$ cat src/rtl/lsu_port.sv
// Load/store unit port: takes one RV32 load/store request at a time, drives the
// data memory for one access, and returns data or an error code on a response handshake.
module lsu_port #(
    parameter int AWIDTH  = 32,
    parameter int DWIDTH  = 32,
    parameter int TIMEOUT = 8
) (
    input  logic              clk,
    input  logic              rst,
    input  logic              req_valid_i,
    output logic              req_ready_o,
    input  logic [6:0]        req_opcode_i,
    input  logic [2:0]        req_funct3_i,
    input  logic [AWIDTH-1:0] req_addr_i,
    input  logic [DWIDTH-1:0] req_wdata_i,
    output logic              rsp_valid_o,
    input  logic              rsp_ready_i,
    output logic [DWIDTH-1:0] rsp_data_o,
    output logic [1:0]        rsp_err_o,
    output logic [AWIDTH-1:0] mem_addr_o,
    output logic [DWIDTH-1:0] mem_data_o,
    output logic              mem_read_en_o,
    output logic              mem_write_en_o,
    output logic [6:0]        mem_opcode_o,
    output logic [2:0]        mem_funct3_o,
    input  logic [DWIDTH-1:0] mem_data_i,
    input  logic              mem_data_vld_i
);

    localparam logic [6:0] OP_LOAD  = 7'b0000011;
    localparam logic [6:0] OP_STORE = 7'b0100011;
    localparam int CW = $clog2(TIMEOUT + 1);

    typedef enum logic [1:0] {IDLE, ACCESS, RESP} state_t;

    state_t            state;
    logic [6:0]        opcode_q;
    logic [2:0]        funct3_q;
    logic [AWIDTH-1:0] addr_q;
    logic [DWIDTH-1:0] wdata_q;
    logic [CW-1:0]     wait_cnt;
    logic              ready_q;
    logic [DWIDTH-1:0] data_q;
    logic [1:0]        err_q;
    logic [1:0]        req_err;
    logic              in_access;

    // Illegal opcode/funct3 outranks misalignment.
    function automatic logic [1:0] classify(input logic [6:0] op, input logic [2:0] f3,
                                            input logic [1:0] a);
        logic illegal;
        logic misal;
        case (op)
            OP_LOAD:  illegal = !(f3 inside {3'b000, 3'b001, 3'b010, 3'b100, 3'b101});
            OP_STORE: illegal = !(f3 inside {3'b000, 3'b001, 3'b010});
            default:  illegal = 1'b1;
        endcase
        misal = ((f3[1:0] == 2'b01) && a[0]) || ((f3[1:0] == 2'b10) && (a != 2'b00));
        return illegal ? 2'b10 : (misal ? 2'b01 : 2'b00);
    endfunction

    assign req_err = classify(req_opcode_i, req_funct3_i, req_addr_i[1:0]);

    always_ff @(posedge clk or posedge rst) begin
        if (rst) begin
            state    <= IDLE;
            opcode_q <= '0;
            funct3_q <= '0;
            addr_q   <= '0;
            wdata_q  <= '0;
            wait_cnt <= '0;
            ready_q  <= 1'b0;
            data_q   <= '0;
            err_q    <= 2'b00;
        end else begin
            case (state)
                IDLE: begin
                    if (req_valid_i && ready_q) begin
                        opcode_q <= req_opcode_i;
                        funct3_q <= req_funct3_i;
                        addr_q   <= req_addr_i;
                        wdata_q  <= req_wdata_i;
                        wait_cnt <= '0;
                        data_q   <= '0;
                        err_q    <= req_err;
                        ready_q  <= 1'b0;
                        state    <= (req_err != 2'b00) ? RESP : ACCESS;
                    end else begin
                        ready_q <= 1'b1;
                    end
                end
                ACCESS: begin
                    if (opcode_q == OP_STORE) begin
                        state <= RESP;
                    end else if (mem_data_vld_i) begin
                        data_q <= mem_data_i;
                        state  <= RESP;
                    end else if (wait_cnt == CW'(TIMEOUT - 1)) begin
                        err_q <= 2'b11;
                        state <= RESP;
                    end else begin
                        wait_cnt <= wait_cnt + CW'(1);
                    end
                end
                RESP: begin
                    // ready rises only after the consuming cycle, so no back-to-back accept
                    if (rsp_ready_i) begin
                        state   <= IDLE;
                        ready_q <= 1'b1;
                    end
                end
                default: state <= IDLE;
            endcase
        end
    end

    assign in_access      = (state == ACCESS);
    assign req_ready_o    = ready_q;
    assign rsp_valid_o    = (state == RESP);
    assign rsp_data_o     = data_q;
    assign rsp_err_o      = err_q;
    assign mem_addr_o     = in_access ? addr_q   : '0;
    assign mem_data_o     = in_access ? wdata_q  : '0;
    assign mem_opcode_o   = in_access ? opcode_q : '0;
    assign mem_funct3_o   = in_access ? funct3_q : '0;
    assign mem_read_en_o  = in_access && (opcode_q == OP_LOAD);
    assign mem_write_en_o = in_access && (opcode_q == OP_STORE);

endmodule

$ cat config.mk
export PLATFORM = sky130hd
export DESIGN_NAME = lsu_port
export DESIGN_NICKNAME = d
export VERILOG_FILES = /design/src/rtl/lsu_port.sv
export SDC_FILE = /design/constraint.sdc
export NUM_CORES = 1
export LEC_CHECK = 0
export ABC_AREA = 1
export CAP_MARGIN = 30
export CELL_PAD_IN_SITES_DETAIL_PLACEMENT = 1
export CELL_PAD_IN_SITES_GLOBAL_PLACEMENT = 2
export CORE_MARGIN = 3
export CORE_UTILIZATION = 21
export CTS_CLUSTER_SIZE = 28
export DETAILED_ROUTE_END_ITERATION = 8
export PLACE_DENSITY_LB_ADDON = 0.1
export SLEW_MARGIN = 40
export SYNTH_ARGS = -nofsm -noshare
export SYNTH_HDL_FRONTEND = slang
export SYNTH_SLANG_ARGS = --single-unit
$ cat constraint.sdc
create_clock -name clk -period 3.9 [get_ports clk]
set_clock_uncertainty 0.15 [all_clocks]
set_input_delay 0.585 -clock clk [delete_from_list [all_inputs] [get_ports clk]]
set_output_delay 0.585 -clock clk [all_outputs]
set_load 0.02 [all_outputs]
==> impl_results.md <==
- Outcome: complete, no violations
- IO Count: 223
- First-pass GRT wire length: 27,480 µm
- Synthesized area per cell: 8.104 µm²
- Yosys warnings: 0
- Per-cell routed wire length: 14.65 µm
- Num CTS Buffers: 17
- Vias in the first global route: 5,240
- Remaining Overflow, GRT: 0
- Slew HR: 51.59%
- Final period util: 81.72%
- Final setup violating endpoints: 0
- Setup TNS: 0 ps
- Worst Path Required: 3160 ps
- DIE HEIGHT: 162.0 µm
- Nets: 955
- Htree depth: 4
- Post-Syn Nets: 743
- RSZ-0062 raised after global routing: no
- Largest net degree at the start of global routing: 73
- Detailed Place HPWL: 12,540 µm
- Worst-path clk slew: 50 ps
- Kind of critical path: flop to output port
- Post-place setup slack: 1082 ps
- Initial Util: 21.59%
- Rows: 56
- Die X: 162.0 µm
- Commonest non-fill, non-tap cell in the layout: clkdlybuf4s50_1
- Min Hold Slack: 336.9 ps
- Design Power: 4.435 mW
- Multi-input combinational cell area: 1712 µm²
- Fin. Hold Viols: 0
- Post-synth cell types: 25
- CTS Buffer Depth: 2
- Total track usage: 13.31%
- Max-slew violations: 0
- Post-synth top area cell: dfrtp_1
- # fillers: 2,814
- Core box area: 23,680 µm²
- Die area: 26,260 µm²
- Antenna diodes: 0
- Clk root buf: clkbuf_16
- Detailed Route Iter0 Violations: 195
- DR vias/cell: 4.071
- Post-CTS setup buffers: 0
- Commonest cells after routing, fill and taps aside: clkdlybuf4s50_1 (222), nor2_1 (158), dfrtp_1 (115)
- DRT antenna net count: 0
- Gpl congestion: 0.7172
- Crit path arrival time: 2450 ps
- Final Non-Filler Cells: 1,175
- Final worst slack: 713.0 ps
- Synth-to-layout area growth: 61.22%
- Area share of the largest cell type after synthesis: 56.28%
- Latest clock arrival within the worst-skew pair: 410 ps
- CP Capture Type: output port
- Seq/Total Area, Yosys: 56.28%
- Leak pwr: 3.773 nW
- Maxcap violations: 0
- Max frequency: 313.8 MHz
- VDD IR max: 0.0002252 V
- Register bit count reported by yosys: 115
- Initial antenna violation count: 2
- CP startpoint kind: flop
- Share of cells above drive strength 1: 5.491%
- Slew @ Worst Pin: 726.2 ps
- Total length of routed wires: 17,210 µm
- CTS tree: yes
- Clk sinks: 115
- Post-Syn Area: 5114 µm²
- DR vias: 4,784
- Hold crit path type: flop to flop
- First-pass DRT Iterations: 4
- # hold bufs at CTS: 0
- FF+latch area: 2878 µm²
- Top cells by area, synth: dfrtp_1 (56%), nor2_1 (12%), a21oi_1 (7.3%)
- Post-CTS resize count: 0
- Critical Path Fanout Max: 68
- # DRC: 0
- PwrDens: 537.9 nW/µm²
- Placed insts: 1,143
- Port bufs: 222
- Min cycle time layout: 3187 ps
- Mapped Cells: 631
## power breakdown
group / switching (mW) / total (mW) / leakage, nW / internal (mW)
clock: 0.569 / 1.72 / 0.310 / 1.15
combinational: 0.674 / 1.04 / 2.10 / 0.364
sequential: 0.118 / 1.68 / 1.36 / 1.56
total: 1.36 / 4.43 / 3.77 / 3.07
## Yosys cell counts (all sizes together)
master and count:
nor2 160, dfrtp 115, nand2 101, inv 87, a21oi 75, o21ai 42, buf 29, nand3 10
clkbuf 5, nor3 2, ha 1, nand4 1, nor4 1, or2 1, xor2 1
## worst max-delay path: stages, from the launching register on
cell	delay [ps]
dfrtp_1	400
inv_2	90
nor2_4	40
inv_2	170
buf_4	590
nor2_1	120
clkdlybuf4s50_1	580
## cell type report
| type | count | share of cell area [%] |
|---|---|---|
| inverters | 87 | 4.022 |
| multi-input cells | 395 | 20.76 |
| repair buffers | 227 | 27.56 |
| clock buffers | 20 | 5.418 |
| clock inverters | 12 | 2.489 |
| well taps | 319 | 4.841 |
| flip-flops and latches | 115 | 34.91 |
## registers in the layout, indices dropped and copies added, names as in the netlist
name and cells:
opcode_q 7, wait_cnt 4, rsp_err_o 2, addr_q 32
state 2, req_ready_o 1, funct3_q 3, rsp_data_o 32
wdata_q 32
## metrics by stage
stage          cell area, µm²  util (%)
2_1_floorplan            5114         -
3_3_place_gp             7590     32.05
3_5_place_dp             7592     32.06
4_1_cts                  8244     34.81
5_1_grt                  8244     34.81
6_report                 8244     34.81
## cells by family after synthesis
family	count (synthesis)	share of synthesized area, %
flops	115	56.28
buf+inv	121	10.40
fa+ha+maj	1	0.2446
compound gates	117	11.52
xor+xnor	1	0.1713
simple gates	276	21.39
## layer usage
metal | GRT usage, % | vias up | routed length [µm]
met5 | 0 | - | 27
met4 | 4.265 | 4 | 268
met3 | 5.126 | 19 | 1200
met2 | 22.79 | 126 | 8414
met1 | 15.35 | 2278 | 7302
li1 | - | 2357 | -
## path summary, 6_finish.rpt
kind | start | cells after the start | to | slack, ps
max | state[0] | 6 | mem_data_o[10] | 710
min | rsp_data_o[26] | 2 | rsp_data_o[26] | 340
max reg2reg | state[1] | 6 | rsp_data_o[9] | 1670
min reg2reg | rsp_data_o[26] | 2 | rsp_data_o[26] | 340
max in group asynchronous | rst | 3 | opcode_q[0] | 2340
min in group asynchronous | rst | 2 | addr_q[12] | 520
Note: power is estimated with default switching activity, not from simulation.
